File: config.mk
export PLATFORM = sky130hd
export DESIGN_NAME = uart_flat
export DESIGN_NICKNAME = d
export VERILOG_FILES = /design/src/rtl/uart_if.sv /design/src/rtl/uart.sv /design/src/flat_wrapper.sv
export SDC_FILE = /design/constraint.sdc
export NUM_CORES = 1
export LEC_CHECK = 0
export CAP_MARGIN = 20
export CORE_UTILIZATION = 52
export CTS_BUF_LIST = sky130_fd_sc_hd__clkbuf_16
export CTS_CLUSTER_SIZE = 24
export DETAILED_ROUTE_END_ITERATION = 6
export PLACE_DENSITY_LB_ADDON = 0.08
export SKIP_LAST_GASP = 1
export SYNTH_ARGS = -nofsm -noshare
export SYNTH_HDL_FRONTEND = slang
export SYNTH_SLANG_ARGS = --single-unit
File: constraint.sdc
create_clock -name clk -period 1.9 [get_ports clk]
set_input_delay 0.285 -clock clk [delete_from_list [all_inputs] [get_ports clk]]
set_output_delay 0.285 -clock clk [all_outputs]
set_load 0.03 [all_outputs]
File: src/rtl/uart_if.sv
// CPU-side bus bundle for the UART peripheral: decoded select, commit strobe,
// register offset, write/read data and the interrupt request.
interface uart_if;
  logic       cs;
  logic       cpu_strobe;
  logic       rw;
  logic       addr;
  logic [7:0] data_in;
  logic [7:0] data_out;
  logic       irq;

  modport master (
    output cs, cpu_strobe, rw, addr, data_in,
    input  data_out, irq
  );

  modport slave (
    input  cs, cpu_strobe, rw, addr, data_in,
    output data_out, irq
  );
endinterface

File: src/rtl/uart.sv
// 8N1 memory-mapped UART: DATA at offset 0, STATUS at offset 1, level irq on
// received data. TX and RX each run a DIV-cycle bit timer.
module uart #(
  parameter int CLK_HZ = 50_000_000,
  parameter int BAUD   = 115200
) (
  input  logic    clk,
  input  logic    rst,
  uart_if.slave   bus,
  input  logic    uart_rx,
  output logic    uart_tx
);

  localparam int DIV = CLK_HZ / BAUD;
  localparam int CW  = $clog2(DIV);
  localparam logic [CW-1:0] DIV_M1  = CW'(DIV - 1);
  localparam logic [CW-1:0] HALF_M1 = CW'(DIV / 2 - 1);

  typedef enum logic [1:0] {S_IDLE, S_START, S_DATA, S_STOP} state_t;

  state_t          tx_state_q, tx_state_d;
  logic [CW-1:0]   tx_cnt_q, tx_cnt_d;
  logic [2:0]      tx_bit_q, tx_bit_d;
  logic [7:0]      tx_shift_q, tx_shift_d;
  logic            tx_q, tx_d;
  logic            tx_busy_q, tx_busy_d;

  logic [2:0]      rx_sync_q, rx_sync_d;
  state_t          rx_state_q, rx_state_d;
  logic [CW-1:0]   rx_cnt_q, rx_cnt_d;
  logic [2:0]      rx_bit_q, rx_bit_d;
  logic [7:0]      rx_shift_q, rx_shift_d;
  logic [7:0]      rx_data_q, rx_data_d;
  logic            rx_valid_q, rx_valid_d;
  logic            overrun_q, overrun_d;
  logic            frame_err_q, frame_err_d;
  logic            irq_en_q, irq_en_d;
  logic            irq_q, irq_d;

  logic            acc, wr_data, rd_data, wr_stat;
  logic            rx_line, rx_done;
  logic [7:0]      status;

  assign acc     = bus.cs & bus.cpu_strobe;
  assign wr_data = acc & ~bus.rw & ~bus.addr;
  assign rd_data = acc &  bus.rw & ~bus.addr;
  assign wr_stat = acc & ~bus.rw &  bus.addr;
  // rx_sync_q[1] is the synchronized line, rx_sync_q[2] its previous value
  assign rx_line = rx_sync_q[1];

  always_comb begin
    tx_state_d = tx_state_q;
    tx_cnt_d   = tx_cnt_q;
    tx_bit_d   = tx_bit_q;
    tx_shift_d = tx_shift_q;
    tx_d       = tx_q;
    tx_busy_d  = tx_busy_q;
    if (tx_state_q != S_IDLE && tx_cnt_q != '0) begin
      tx_cnt_d = tx_cnt_q - 1'b1;
    end else begin
      case (tx_state_q)
        S_IDLE: if (wr_data) begin
          tx_state_d = S_START;
          tx_cnt_d   = DIV_M1;
          tx_shift_d = bus.data_in;
          tx_d       = 1'b0;
          tx_busy_d  = 1'b1;
        end
        S_START: begin
          tx_state_d = S_DATA;
          tx_cnt_d   = DIV_M1;
          tx_bit_d   = 3'd0;
          tx_d       = tx_shift_q[0];
          tx_shift_d = {1'b0, tx_shift_q[7:1]};
        end
        S_DATA: begin
          tx_cnt_d = DIV_M1;
          if (tx_bit_q == 3'd7) begin
            tx_state_d = S_STOP;
            tx_d       = 1'b1;
          end else begin
            tx_bit_d   = tx_bit_q + 3'd1;
            tx_d       = tx_shift_q[0];
            tx_shift_d = {1'b0, tx_shift_q[7:1]};
          end
        end
        default: begin
          tx_state_d = S_IDLE;
          tx_busy_d  = 1'b0;
        end
      endcase
    end
  end

  always_comb begin
    rx_sync_d  = {rx_sync_q[1:0], uart_rx};
    rx_state_d = rx_state_q;
    rx_cnt_d   = rx_cnt_q;
    rx_bit_d   = rx_bit_q;
    rx_shift_d = rx_shift_q;
    rx_done    = 1'b0;
    if (rx_state_q != S_IDLE && rx_cnt_q != '0) begin
      rx_cnt_d = rx_cnt_q - 1'b1;
    end else begin
      case (rx_state_q)
        S_IDLE: if (rx_sync_q[2] && !rx_line) begin
          rx_state_d = S_START;
          rx_cnt_d   = HALF_M1;
        end
        S_START: begin
          rx_state_d = rx_line ? S_IDLE : S_DATA;
          rx_cnt_d   = DIV_M1;
          rx_bit_d   = 3'd0;
        end
        S_DATA: begin
          rx_cnt_d   = DIV_M1;
          rx_shift_d = {rx_line, rx_shift_q[7:1]};
          if (rx_bit_q == 3'd7) rx_state_d = S_STOP;
          else                  rx_bit_d   = rx_bit_q + 3'd1;
        end
        default: begin
          rx_state_d = S_IDLE;
          rx_done    = 1'b1;
        end
      endcase
    end
  end

  // Register file: a completing byte takes priority over reads and clears
  always_comb begin
    rx_data_d   = rx_data_q;
    rx_valid_d  = rx_valid_q;
    overrun_d   = overrun_q;
    frame_err_d = frame_err_q;
    irq_en_d    = irq_en_q;
    if (rx_done) begin
      rx_data_d  = rx_shift_q;
      rx_valid_d = 1'b1;
    end else if (rd_data) begin
      rx_valid_d = 1'b0;
    end
    if (rx_done && rx_valid_q && !rd_data) overrun_d = 1'b1;
    else if (wr_stat && bus.data_in[2])    overrun_d = 1'b0;
    if (rx_done && !rx_line)               frame_err_d = 1'b1;
    else if (wr_stat && bus.data_in[3])    frame_err_d = 1'b0;
    if (wr_stat && bus.data_in[7])         irq_en_d = 1'b1;
    irq_d = irq_en_q & rx_valid_q;
  end

  always_ff @(posedge clk) begin
    tx_shift_q <= tx_shift_d;
    rx_shift_q <= rx_shift_d;
    if (rst) begin
      tx_state_q  <= S_IDLE;
      tx_cnt_q    <= '0;
      tx_bit_q    <= 3'd0;
      tx_q        <= 1'b1;
      tx_busy_q   <= 1'b0;
      rx_sync_q   <= 3'b111;
      rx_state_q  <= S_IDLE;
      rx_cnt_q    <= '0;
      rx_bit_q    <= 3'd0;
      rx_data_q   <= 8'h00;
      rx_valid_q  <= 1'b0;
      overrun_q   <= 1'b0;
      frame_err_q <= 1'b0;
      irq_en_q    <= 1'b0;
      irq_q       <= 1'b0;
    end else begin
      tx_state_q  <= tx_state_d;
      tx_cnt_q    <= tx_cnt_d;
      tx_bit_q    <= tx_bit_d;
      tx_q        <= tx_d;
      tx_busy_q   <= tx_busy_d;
      rx_sync_q   <= rx_sync_d;
      rx_state_q  <= rx_state_d;
      rx_cnt_q    <= rx_cnt_d;
      rx_bit_q    <= rx_bit_d;
      rx_data_q   <= rx_data_d;
      rx_valid_q  <= rx_valid_d;
      overrun_q   <= overrun_d;
      frame_err_q <= frame_err_d;
      irq_en_q    <= irq_en_d;
      irq_q       <= irq_d;
    end
  end

  assign status = {irq_en_q, 3'b000, frame_err_q, overrun_q, rx_valid_q, tx_busy_q};

  always_comb begin
    bus.data_out = 8'h00;
    if (bus.cs) bus.data_out = bus.addr ? status : rx_data_q;
  end

  assign bus.irq = irq_q;
  assign uart_tx = tx_q;

endmodule

File: src/flat_wrapper.sv
// flat-port wrapper written by rule: the top's interface ports become plain ports
module uart_flat 
#(
  parameter int CLK_HZ = 50_000_000,
  parameter int BAUD   = 115200
)
  (clk, rst, uart_rx, uart_tx, bus_cs, bus_cpu_strobe, bus_rw, bus_addr, bus_data_in, bus_data_out, bus_irq);
  uart_if bus_i ();
  input  logic clk;
  input  logic rst;
  input  logic uart_rx;
  output logic uart_tx;
  input wire logic [$bits(bus_i.cs)-1:0] bus_cs;
  input wire logic [$bits(bus_i.cpu_strobe)-1:0] bus_cpu_strobe;
  input wire logic [$bits(bus_i.rw)-1:0] bus_rw;
  input wire logic [$bits(bus_i.addr)-1:0] bus_addr;
  input wire logic [$bits(bus_i.data_in)-1:0] bus_data_in;
  output wire logic [$bits(bus_i.data_out)-1:0] bus_data_out;
  output wire logic [$bits(bus_i.irq)-1:0] bus_irq;
  assign bus_i.cs = bus_cs;
  assign bus_i.cpu_strobe = bus_cpu_strobe;
  assign bus_i.rw = bus_rw;
  assign bus_i.addr = bus_addr;
  assign bus_i.data_in = bus_data_in;
  assign bus_data_out = bus_i.data_out;
  assign bus_irq = bus_i.irq;
  uart #(.CLK_HZ(CLK_HZ), .BAUD(BAUD)) u_core (.clk(clk), .rst(rst), .bus(bus_i), .uart_rx(uart_rx), .uart_tx(uart_tx));
endmodule
**Word level (Yosys, flattened, before mapping)**

Index checks and enable logic that the tools add are counted.

- Input bits: 15
- Logic and storage cells: 120
- Bits in registers: 62
- Output and inout port bits: 10

- $add $sub $neg: 4
- Equality and inequality tests: 14
- Reductions and logical operators: 38
- Mux-type cells: 35
- Bitwise logic cells: 12

Operator list:

| cell | number |
|---|---|
| 9-bit 2-to-1 mux | 4 |
| 9-bit case mux with 2 select lines | 2 |
| 8-bit 2-to-1 mux | 4 |
| 8-bit case mux with 3 select lines | 1 |
| 3-bit AND reduction | 6 |
| 9-bit nonzero test | 2 |
| 9-bit by 1-bit subtractor with 9-bit output (second input constant) | 2 |
| 2-bit nonzero test | 7 |
| 2-bit case mux with 3 select lines | 2 |
| 3-bit case mux with 2 select lines | 2 |
| 1-bit 2-to-1 mux | 11 |
| 2-bit 2-to-1 mux | 5 |
| 1-bit logical AND | 9 |
| 3-bit nonzero test | 3 |
| 2-bit by 1-bit inequality test with 1-bit output (second input constant) | 4 |
| 1-bit AND | 7 |
| 3-bit by 1-bit adder with 3-bit output (second input constant) | 2 |
| 3-bit == test (second input constant) | 2 |
| 3-bit 2-to-1 mux | 2 |
| 3-bit by 1-bit inequality test with 1-bit output (second input constant) | 2 |
| 2-bit AND reduction | 3 |
| 1-bit NOT | 5 |
| 2-bit by 1-bit == test with 1-bit output (second input constant) | 2 |
| 2-bit == test (second input constant) | 2 |
| 8 further kinds | 12 |

**Logic depth before layout (Yosys ltp)**

- Depth after elaboration: 7
- Mapped depth: 7
- Depth with buffers taken out: 6

**Least setup slack after synthesis**

OpenSTA, ideal clock, no wires.

- Path type: register -> register
- Start: register u_core.rx_cnt_q[0]
- End: register u_core.rx_shift_q[0], enable pin
- Stages on the path, launching flop included: 7
- Path buffers: 1
- Library setup time: 370 ps
- Period minus slack after synthesis: 2032 ps
- Data arrival time: 1661 ps
- Required time: 1530 ps
- Slack: -132 ps
- Path through: dfxtp_1 inv_1 ha_1 nor3b_4 a31oi_2 buf_2 nor2_1

- Cells in the longest elaborated chain, start to end: 4

RTL lines:

| what | line | text |
|---|---|---|
| start, declared | uart.sv:30 | `logic [CW-1:0] rx_cnt_q, rx_cnt_d;` |
| start signal, assigned | uart.sv:177 | `rx_cnt_q <= rx_cnt_d;` |
| 9-bit nonzero test | uart.sv:102 | `if (rx_state_q != S_IDLE && rx_cnt_q != '0) begin` |
| 1-bit logical AND | uart.sv:102 |  |
| 1-bit NOT (no source line) | - |  |
| 2-bit AND reduction (no source line) | - |  |
| end signal, assigned | uart.sv:152 | `rx_shift_q <= rx_shift_d;` |
| end, declared | uart.sv:32 | `logic [7:0] rx_shift_q, rx_shift_d;` |

Every way passes these cells.
A chain may end at the register's enable or synchronous reset.

**Final worst setup path**

- Start: register u_core.rx_state_q[0]
- End: register u_core.rx_state_q[1]

- Cells in the longest elaborated chain, start to end: 4
- Elaborated cells between the ends (all ways): 10
- Those cells by class: 4 x eq/ne; 1 x mux; 1 x bitwise; 4 x reduce/logical

RTL lines:

| what | line | text |
|---|---|---|
| start, declared | uart.sv:29 | `state_t rx_state_q, rx_state_d;` |
| start signal, assigned | uart.sv:176 | `rx_state_q <= rx_state_d;` |
| parallel branches: the longest is 4 deep, another holds 3-bit AND reduction | - |  |

Several ways; the timed one is not identified.

==> impl_metrics.ini <==
[place]
io_buffer_count = 24
dp_hpwl_um = 4530
dp_cells = 422
place_congestion = 0.842

[worst_setup_path]
arrival_ps = 2030
worst_ep_required_time_ps = 2110
path_class = reg2reg
reg2reg_depth = 6
r2r_setup_slack_ps = 70
cp-end-kind = flop
startpoint_type = flop
cp_max_fo = 4

[cells_and_area]
nNetsFinal = 393
antenna_cells = 0
instances_no_fill = 441
syn2layout_area_growth_pct = 25.1
drive_above_1_share = 0.236
fillerInstances = 466

[sta]
skew_ps = 7.68
period_minus_slack_ps = 1830
final.period_utilization = 0.962
whs_ps = 423
finalHoldViolations = 0
setup_tns_ps = 0
maxSlewViolCount = 0
tightestPinTransition_ps = 410
setup_viol = 0
slew_headroom = 0.724
rsz0062_at_grt = true
timing.fmax_ghz = 0.547

[grt]
grt_pass1_wl_um = 10900
grt-ovfl-total = 0
antenna_found_initial = 0
grt_max_degree = 25
grt_usage = 0.226
grt_pass1_vias = 2410

[synth]
syn_area_um2 = 3130
ys_ff_latch = 62
syn-num-nets = 344
syn_avg_cell_area_um2 = 9.93
async_reset_ff_frac = 0
ys.warnings.count = 0
synth_edf_count = 16
ys.flop_type = dfxtp_1
syn_inst = 315
ys_seq_area_frac = 0.448
synth.distinct_cells = 58

[clocking]
path_clk_slew_ps = 50
clock_latency_ps = 320
tritoncts = yes
cts_root_buffer = clkbuf_16
cts_buffers = 9
hold_buffers = 0
cts_buffer_depth = 2
h-tree-depth = 3
cts_sinks = 62

[floorplanning]
num_io_pins = 25
fp.coreArea_um2 = 5640
dieWidth_um = 79.5
rows = 27
die_area_um2 = 6330
die_h_um = 79.5
initial_core_util = 0.554

[flow_run]
maxCapViolCount = 0

[drt]
viasPerCell = 5.78
wl_per_cell_um = 14.9
first_pass_iters = 4
drc = 0
first_iter_violations = 208
drt.antenna.violating_nets = 0
via_count = 2550
drt-total-wl_um = 6590

[power]
total_power_mw = 5.57
cellLeakagePower_nw = 1.50
power.density_nw_per_um2 = 1420
max-vdd-ir-drop_uv = 784

[min_path]
hold_path.class = reg2reg
whs_path_depth = 1

[status]
status = finished clean
-- flip-flops by register name, summed over array words and instances, names as in the netlist, 2 cells and up --
name               cells
u_core.tx_bit_q        3
u_core.rx_bit_q        3
u_core.rx_sync_q       3
u_core.rx_shift_q      8
u_core.rx_state_q      2
u_core.rx_cnt_q        9
u_core.rx_data_q       8
u_core.tx_shift_q      8
u_core.tx_cnt_q        9
u_core.tx_state_q      2
-- synth_stat cells, drive strengths merged (2+ instances only) --
master  count  area [um2]
nand4b      2        17.5
a31o        4        35.0
a21oi      37         185
o31ai       9        67.6
nor2       14        55.1
mux2i       7        70.1
or3         2        17.5
a21o        2        15.0
a31oi       3        31.3
o21ai      18        90.1
nand3b      2        15.0
nor3        8        56.3
o21a        3        22.5
edfxtp     16         480
ha         14         175
a211oi      4        30.0
nand4       5        31.3
o22ai       2        12.5
o311ai      2        17.5
nor4        3        18.8
nand3      13        65.1
buf         6        42.5
clkbuf      9        53.8
and2        5        31.3
nor2b       9        56.3
nand2      15        58.8
or2         2        12.5
or4         3        22.5
inv        16        60.1
nand2b      3        18.8
a32oi       2        17.5
o211ai      2        15.0
o41ai       2        36.3
dfxtp      46         921
mux2        9         101
nor3b       2        37.5
and3        2        12.5
or4b        2        23.8
-- worst max-delay path: stages (launching register included) --
cell and delay [ps]:
dfxtp_2 320, inv_1 60, ha_2 190, or4b_4 520
o41ai_4 340, a31o_2 220, o22ai_1 60
-- layout make-up --
type	count	area, um2	area share
Clock inverter	7	81.3	0.0208
Timing Repair Buffer	53	442	0.113
Tap cell	72	90.1	0.0230
Inverter	16	60.1	0.0154
Multi-Input combinational cell	222	1610	0.411
Clock buffer	9	225	0.0576
Sequential cell	62	1410	0.359
-- logic make-up (layout without fill, tap and decap cells) --
group,Yosys count,count (layout),share of synthesized area
AOI/OAI and AO/OA,96,96,0.202
and+or+nand+nor,95,95,0.186
adders and majority gates,14,14,0.0560
xor gates and xnor gates,1,1,0.00280
DFF,62,62,0.448
muxes,16,16,0.0548
buffers and inverters,31,85,0.0500
-- path summary, 6_finish.rpt --
path	start	endpoint
min	u_core.rx_sync_q[0]$_SDFF_PP1_	u_core.rx_sync_q[1]$_SDFF_PP1_
max reg2reg	u_core.rx_state_q[0]$_SDFFE_PP0P_	u_core.rx_state_q[1]$_SDFFE_PP0P_
max	u_core.rx_state_q[0]$_SDFFE_PP0P_	u_core.rx_state_q[1]$_SDFFE_PP0P_
min reg2reg	u_core.rx_sync_q[0]$_SDFF_PP1_	u_core.rx_sync_q[1]$_SDFF_PP1_
-- per-stage QoR --
stage,worst slack (ps),area (um2),utilization
floorplan,23.1,3130,-
detailed placement,14.8,3540,0.628
global route,-52.9,3910,0.693
finish,72.3,3910,0.693
CTS,8.12,3850,0.682
global placement,35.0,3540,0.628
-- per-layer routing --
layer  up-vias  track usage  part of all wire
li1       1275            -                 -
met1      1230        0.307              0.50
met2        43        0.351              0.47
met3         2       0.0503             0.033
met4         0       0.0836            0.0047
met5         -            0                 0
-- cells in the final DEF (no fill, tap or decap), types with 4 or more instances in the layout --
cell type        Yosys  routed
ha_1                14      10
buf_4                0      36
clkbuf_16            0       9
mux2i_1              7       7
nand3_1             13      13
nor3_1               6       6
mux2_2               9       9
a31o_2               4       4
clkdlybuf4s50_1      0      16
o31ai_1              9       9
and2_1               5       5
inv_1               16      18
o21ai_0             18      18
edfxtp_1            16      16
nand4_1              5       5
nor2_1              13      11
ha_2                 0       4
nand2_1             14      14
a21oi_1             37      36
a211oi_1             4       4
dfxtp_1             46      43
nor2b_1              9       9
-- report_power, final --
| group | switching, mW | total (mW) | internal, mW | leakage [nW] |
|---|---|---|---|---|
| registers | 0.196 | 1.80 | 1.61 | 0.521 |
| logic | 1.10 | 2.09 | 0.995 | 0.822 |
| clock network | 0.542 | 1.67 | 1.13 | 0.159 |
-- what timing repair did --
| action | 4_1_cts | 5_1_grt |
|---|---|---|
| setup buffers | 0 | 3 |
| gates resized for setup | 0 | 12 |
| setup endpoints to repair | 0 | 41 |
Power figures use the tool's default switching activity.
